### config.mk
export PLATFORM = sky130hd
export DESIGN_NAME = lsu_byte_master
export DESIGN_NICKNAME = d
export VERILOG_FILES = /design/src/rtl/lsu_pkg.sv /design/src/rtl/lsu_load_extend.sv /design/src/rtl/lsu_byte_master.sv
export SDC_FILE = /design/constraint.sdc
export NUM_CORES = 1
export LEC_CHECK = 0
export BUFFER_PORTS_ARGS = -buffer_cell sky130_fd_sc_hd__buf_2
export CORE_MARGIN = 2
export CORE_UTILIZATION = 43
export DETAILED_ROUTE_END_ITERATION = 6
export PLACE_DENSITY_LB_ADDON = 0.15
export SLEW_MARGIN = 10
export SYNTH_ARGS = -nofsm -noshare
export SYNTH_HDL_FRONTEND = slang
export SYNTH_SLANG_ARGS = --single-unit
### constraint.sdc
create_clock -name clk -period 5.7 [get_ports clk]
set_clock_uncertainty 0.1 [all_clocks]
set_input_delay 0.57 -clock clk [delete_from_list [all_inputs] [get_ports clk]]
set_output_delay 0.57 -clock clk [all_outputs]
set_load 0.005 [all_outputs]
### src/rtl/lsu_pkg.sv
// Shared types and helpers for the byte-serial load/store initiator.
package lsu_pkg;

  // Size/sign encoding carried on req_ctrl
  typedef enum logic [2:0] {
    LB  = 3'b000,
    LH  = 3'b001,
    LW  = 3'b010,
    LBU = 3'b100,
    LHU = 3'b101
  } dmctrl_e;

  // Address map regions selected by addr[13:12]
  localparam logic [1:0] REG_MEM      = 2'b00;
  localparam logic [1:0] REG_LED      = 2'b01;
  localparam logic [1:0] REG_SW       = 2'b10;
  localparam logic [1:0] REG_UNMAPPED = 2'b11;

  typedef enum logic [1:0] {
    ST_IDLE = 2'd0,
    ST_XFER = 2'd1,
    ST_RESP = 2'd2
  } lsu_state_e;

  // Number of bus bytes for a size encoding (low two bits pick the size)
  function automatic logic [2:0] byte_cnt(input logic [2:0] ctrl);
    logic [2:0] n;
    case (ctrl[1:0])
      2'b00:   n = 3'd1;
      2'b01:   n = 3'd2;
      default: n = 3'd4;
    endcase
    return n;
  endfunction

  // True for the five encodings the pipeline may legally issue
  function automatic logic ctrl_legal(input logic [2:0] ctrl);
    logic ok;
    case (ctrl)
      LB, LH, LW, LBU, LHU: ok = 1'b1;
      default:              ok = 1'b0;
    endcase
    return ok;
  endfunction

endpackage

### src/rtl/lsu_load_extend.sv
// Sign/zero extension of the assembled load bytes.
module lsu_load_extend
  import lsu_pkg::*;
(
  input  logic [2:0]  i_ctrl,
  input  logic [31:0] i_acc,
  output logic [31:0] o_rdata
);

  // Bytes arrive MSB first, so the loaded value is always right-justified
  always_comb begin
    o_rdata = i_acc;
    case (i_ctrl)
      LB:      o_rdata = {{24{i_acc[7]}}, i_acc[7:0]};
      LH:      o_rdata = {{16{i_acc[15]}}, i_acc[15:0]};
      LBU:     o_rdata = {24'h0, i_acc[7:0]};
      LHU:     o_rdata = {16'h0, i_acc[15:0]};
      default: o_rdata = i_acc;
    endcase
  end

endmodule

### src/rtl/lsu_byte_master.sv
// MEM-stage load/store initiator: serialises one word/half/byte request
// into big-endian byte transfers on a req/ack bus and returns the result.
module lsu_byte_master
  import lsu_pkg::*;
#(
  parameter int TIMEOUT_CYC = 16,
  parameter int ADDR_W      = 32
) (
  input  logic              clk,
  input  logic              rst_n,
  input  logic              req_valid,
  output logic              req_ready,
  input  logic              req_we,
  input  logic [2:0]        req_ctrl,
  input  logic [ADDR_W-1:0] req_addr,
  input  logic [31:0]       req_wdata,
  output logic              resp_valid,
  output logic              resp_err,
  output logic [31:0]       resp_rdata,
  output logic              busy,
  output logic              bus_req,
  output logic              bus_we,
  output logic [ADDR_W-1:0] bus_addr,
  output logic [7:0]        bus_wdata,
  input  logic [7:0]        bus_rdata,
  input  logic              bus_ack
);

  localparam int WAIT_W = $clog2(TIMEOUT_CYC + 1);
  localparam logic [WAIT_W-1:0] WAIT_LAST = WAIT_W'(TIMEOUT_CYC - 1);

  lsu_state_e        r_state;
  logic              r_bus_req;
  logic              r_bus_we;
  logic [ADDR_W-1:0] r_bus_addr;
  logic [31:0]       r_wsh;       // store bytes, next one always in [31:24]
  logic [31:0]       r_acc;       // load bytes shifted in from the right
  logic [1:0]        r_cnt;       // bytes remaining after the current one
  logic [WAIT_W-1:0] r_wait;
  logic [2:0]        r_ctrl;
  logic              r_we;
  logic              r_resp_valid;
  logic              r_resp_err;

  logic [2:0]        w_n;
  logic [2:0]        w_off;
  logic              w_dec_err;
  logic [31:0]       w_walign;
  logic [31:0]       w_ext;

  // Request decode, evaluated only while idle
  always_comb begin
    w_n       = byte_cnt(req_ctrl);
    w_off     = 3'd4 - w_n;
    w_dec_err = (req_addr[1:0] != 2'b00) ||
                (req_addr[13:12] == REG_UNMAPPED) ||
                !ctrl_legal(req_ctrl) ||
                (req_we && (req_ctrl == LBU || req_ctrl == LHU));
    case (w_n)
      3'd1:    w_walign = {req_wdata[7:0], 24'h0};
      3'd2:    w_walign = {req_wdata[15:0], 16'h0};
      default: w_walign = req_wdata;
    endcase
  end

  // Main FSM: accept, stream bytes with per-byte timeout, one-cycle response
  always_ff @(posedge clk or negedge rst_n) begin
    if (!rst_n) begin
      r_state      <= ST_IDLE;
      r_bus_req    <= 1'b0;
      r_bus_we     <= 1'b0;
      r_bus_addr   <= '0;
      r_wsh        <= '0;
      r_acc        <= '0;
      r_cnt        <= '0;
      r_wait       <= '0;
      r_ctrl       <= '0;
      r_we         <= 1'b0;
      r_resp_valid <= 1'b0;
      r_resp_err   <= 1'b0;
    end else begin
      r_resp_valid <= 1'b0;
      case (r_state)
        ST_IDLE: begin
          if (req_valid) begin
            r_ctrl <= req_ctrl;
            r_we   <= req_we;
            r_acc  <= '0;
            r_wait <= '0;
            if (w_dec_err) begin
              // Rejected without touching the bus
              r_state      <= ST_RESP;
              r_resp_valid <= 1'b1;
              r_resp_err   <= 1'b1;
            end else begin
              r_state    <= ST_XFER;
              r_bus_req  <= 1'b1;
              r_bus_we   <= req_we;
              r_bus_addr <= req_addr + ADDR_W'(w_off);
              r_wsh      <= w_walign;
              r_cnt      <= 2'(w_n - 3'd1);
              r_resp_err <= 1'b0;
            end
          end
        end
        ST_XFER: begin
          if (bus_ack) begin
            r_acc  <= {r_acc[23:0], bus_rdata};
            r_wait <= '0;
            if (r_cnt == 2'd0) begin
              r_bus_req    <= 1'b0;
              r_bus_we     <= 1'b0;
              r_state      <= ST_RESP;
              r_resp_valid <= 1'b1;
            end else begin
              // Next byte goes out immediately; bus_req never dips
              r_cnt      <= r_cnt - 2'd1;
              r_bus_addr <= r_bus_addr + ADDR_W'(1);
              r_wsh      <= {r_wsh[23:0], 8'h0};
            end
          end else if (r_wait == WAIT_LAST) begin
            // Responder gave up on us; already-written bytes stay written
            r_bus_req    <= 1'b0;
            r_bus_we     <= 1'b0;
            r_state      <= ST_RESP;
            r_resp_valid <= 1'b1;
            r_resp_err   <= 1'b1;
          end else begin
            r_wait <= r_wait + WAIT_W'(1);
          end
        end
        ST_RESP: begin
          r_state    <= ST_IDLE;
          r_resp_err <= 1'b0;
        end
        default: r_state <= ST_IDLE;
      endcase
    end
  end

  lsu_load_extend u_ext (
    .i_ctrl  (r_ctrl),
    .i_acc   (r_acc),
    .o_rdata (w_ext)
  );

  assign req_ready  = (r_state == ST_IDLE);
  assign busy       = (r_state != ST_IDLE);
  assign bus_req    = r_bus_req;
  assign bus_we     = r_bus_we;
  assign bus_addr   = r_bus_addr;
  assign bus_wdata  = r_wsh[31:24];
  assign resp_valid = r_resp_valid;
  assign resp_err   = r_resp_err;
  // Data only for successful loads, and only in the response cycle
  assign resp_rdata = (r_resp_valid && !r_resp_err && !r_we) ? w_ext : 32'h0;

endmodule

==> qor.yml <==
global_routing:
  grt_overflow_total: 0
  grt_pass1_wl_microns: 31000
  antenna_found_initial: 0
  grt_use_total_pct: 23.4
  first_global_vias: 5841
  grt_max_degree: 62
detailed_routing:
  ant_nets: 0
  drt_iter0_markers: 681
  drt_first_pass_iters: 7
  route.detailed.drc: 0
  routedWlPerCell_microns: 17.2
  viasPerCell: 5.70
  num_vias: 6453
  routed_wl_microns: 19500
clock_tree:
  cts_inserted_buffers: 17
  numClockSinks: 113
  clock_latency_ns: 0.42
  htreeDepth: 4
  cts_root_buffer: "clkbuf_16"
  clk_pin_slew_worst_paths_ns: 0.05
  post_cts.repair.setup_buffers: 0
  cts-resized-gates: 0
  cts.path.max_buffers: 2
  cts_tree: "done"
  postCtsHoldBufs: 0
worst_setup_path:
  crit_path_end_kind: "flip-flop"
  reg2reg_slack_ns: 1.86
  worstPathArrival_ns: 4.04
  critPathRequiredTime_ns: 5.90
  worstReg2RegStart: "r_state[1]"
  reg2reg_depth: 8
  setup.worst_path.class: "flip-flop to flip-flop"
  r2r-end: "r_cnt[1]"
  start_kind: "flip-flop"
  worst-path-max-fanout: 57
final_layout:
  fin_area_sq_um: 8180
  area_growth_pct: 20.2
  diodes: 0
  nNetsFinal: 1000
  nFillCells: 1489
  utilization_pct: 53.4
  final_cell_mix: "156 x buf_2, 113 x dfrtp_1, 99 x nand2_1, 69 x o21ai_0, 62 x a21oi_1"
  final_common_cell: "buf_2"
  final_layout_size_suffix_gt1_share_pct: 23.1
floorplan:
  die_area_sq_um: 16800
  start_util_pct: 44.4
  core_area_sq_um: 15300
  ioPinCount: 158
  row_count: 45
  die_x_microns: 130
  die_y_microns: 130
logic_synthesis:
  syn_area_per_cell_sq_um: 8.59
  ys_types: 70
  synthCells: 792
  yosys_warnings: 0
  synth_edf_count: 0
  syn_area_sq_um: 6810
  synth-seq-cells: 113
  synth-async-reset-ratio_pct: 100
  syn_nets: 882
  ys.flop_type: "dfrtp_1"
  ys_seq_area_share_pct: 41.6
sta:
  rsz0062_at_grt: "no"
  fin_tns_setup_ns: 0
  finalMaxSlewViolations: 0
  finalCritPeriodShare_pct: 67.3
  worst_pin_slew_ns: 1.16
  worst_slack_ns: 1.86
  setup_viol: 0
  period_minus_slack_ns: 3.84
  max_freq_mhz: 261
  slew_headroom_pct: 22.4
  hold_viol: 0
placement:
  io_buffers: 157
  dp_hpwl_microns: 13500
  dpl_worst_slack_ns: 1.87
  gp_congestion: 0.879
  dpl_cell_area_sq_um: 7610
power_and_ir_drop:
  swShare_pct: 37.3
  p_int_mw: 2.20
  pwr-share-clk_pct: 29.6
  seqPwrFrac_pct: 38.7
  p_leak_nw: 3.69
  powerDensity_nw_per_um2: 429
  p_comb_share_pct: 31.7
  worst_ir_drop_vdd_mv: 0.234
  p_sw_mw: 1.31
flow_run:
  max-cap-violations: 0
run_status:
  status: "finished, final reports clean"
hold_path:
  hold_path_class: "input port to asynchronous set/reset pin"
==> worst max-delay path, stage by stage (launching register included) <==
cell	delay [ns]
dfrtp_1	0.39
inv_1	0.12
ha_4	0.59
mux2i_2	0.26
a2111oi_4	0.80
and2_2	0.75
buf_4	0.41
nand2_1	0.09
a22o_1	0.19
==> metal layers <==
layer  GRT usage, %  vias to the layer above  routed length, microns
met2           35.3                      231                    8800
met3           4.26                       16                    1420
met1           34.3                     3078                    9040
met4           7.08                        0                     204
met5              0                        -                       0
li1               -                     3128                       -
==> flip-flops by register name (all words and copies together) (netlist names) <==
signal      count
resp_valid      1
bus_addr       32
r_cnt           2
r_we            1
bus_we          1
r_wait          5
r_state         2
r_wsh          32
r_acc          32
resp_err        1
r_ctrl          3
bus_req         1
==> cells by family (layout without fill, tap and decap cells) <==
logic type               Yosys count  count (layout)  share of synthesized area (%)
AND/OR/NAND/NOR                  299             299                           21.9
AO/OA/AOI/OAI                    234             234                           22.3
flip-flops                       113             113                           41.6
buffers and inverters             95             224                           6.45
multiplexers                      25              25                           3.82
XOR/XNOR                          15              15                           1.93
adder cells (fa/ha/maj)           10              10                           1.95
other                              1               1                         0.0551
==> worst max path at each step <==
stage	slack (ns)	end	cells after the start	start
global route	1.58	r_wsh[30]	8	r_state[1]
CTS	1.87	r_cnt[1]	8	r_state[1]
floorplan	3.08	bus_addr[18]	10	req_ctrl[1]
global placement	1.95	r_wsh[26]	8	r_state[1]
detailed placement	1.87	r_cnt[1]	8	r_state[1]
finish	1.86	r_cnt[1]	8	r_state[1]
==> power groups by stage <==
stage | combinational, mW | sequential (mW) | clock [mW]
finish | 1.11 | 1.36 | 1.04
global route | 1.26 | 1.41 | 1.07
CTS | 1.12 | 1.35 | 1.05
detailed placement | 1.11 | 1.36 | 0
global placement | 1.10 | 1.36 | 0
floorplan | 0.829 | 1.26 | 0
==> metrics by stage <==
step | hold slack, ns | cells | power, mW
after floorplan | 0.174 | 792 | 2.09
after global placement | 0.364 | 1102 | 2.46
after detailed placement | 0.372 | 1102 | 2.47
after CTS | 0.164 | 1132 | 3.52
after global routing | 0.204 | 1132 | 3.74
final | 0.130 | 1132 | 3.51
==> cell usage after synthesis (all sizes together), types with 2 or more instances <==
cell type  number  share of area (%)
dfrtp         113                 42
nand2          99                5.5
o21ai          74                5.4
a21oi          62                4.6
nand3          55                4.0
nor2           47                2.6
buf            38                3.3
clkbuf         29                1.6
inv            27                1.5
nand4          24                2.2
and3           22                2.0
mux2i          20                3.0
o22ai          12                1.1
a221oi         11                1.7
and4           11                1.4
a221o          10                1.5
nand2b         10               0.92
ha              9                1.7
o211ai          9               0.99
a211oi          8                1.0
and2            8               0.74
o21a            8               0.88
xor2            8                1.0
a31oi           7               0.64
nor3            7               0.51
xnor2           7               0.90
mux2            5               0.83
o31ai           5               0.55
a21o            4               0.44
o221a           4               0.66
a31o            3               0.39
nor2b           3               0.28
nor4            3               0.50
a2111oi         2               0.53
a22oi           2               0.22
a41o            2               0.29
o31a            2               0.26
or4b            2               0.29
==> area by class of cell <==
cell class / count / area [sq um] / share of cell area, %
sequential: 113 / 2830 / 34.6
timing repair buffer: 166 / 856 / 10.5
multi-input combinational: 584 / 3550 / 43.5
inverter: 28 / 105 / 1.28
clock inverter: 6 / 80.1 / 0.979
tap: 211 / 264 / 3.23
clock buffer: 24 / 492 / 6.01
Note: power is estimated with default switching activity, not from simulation.
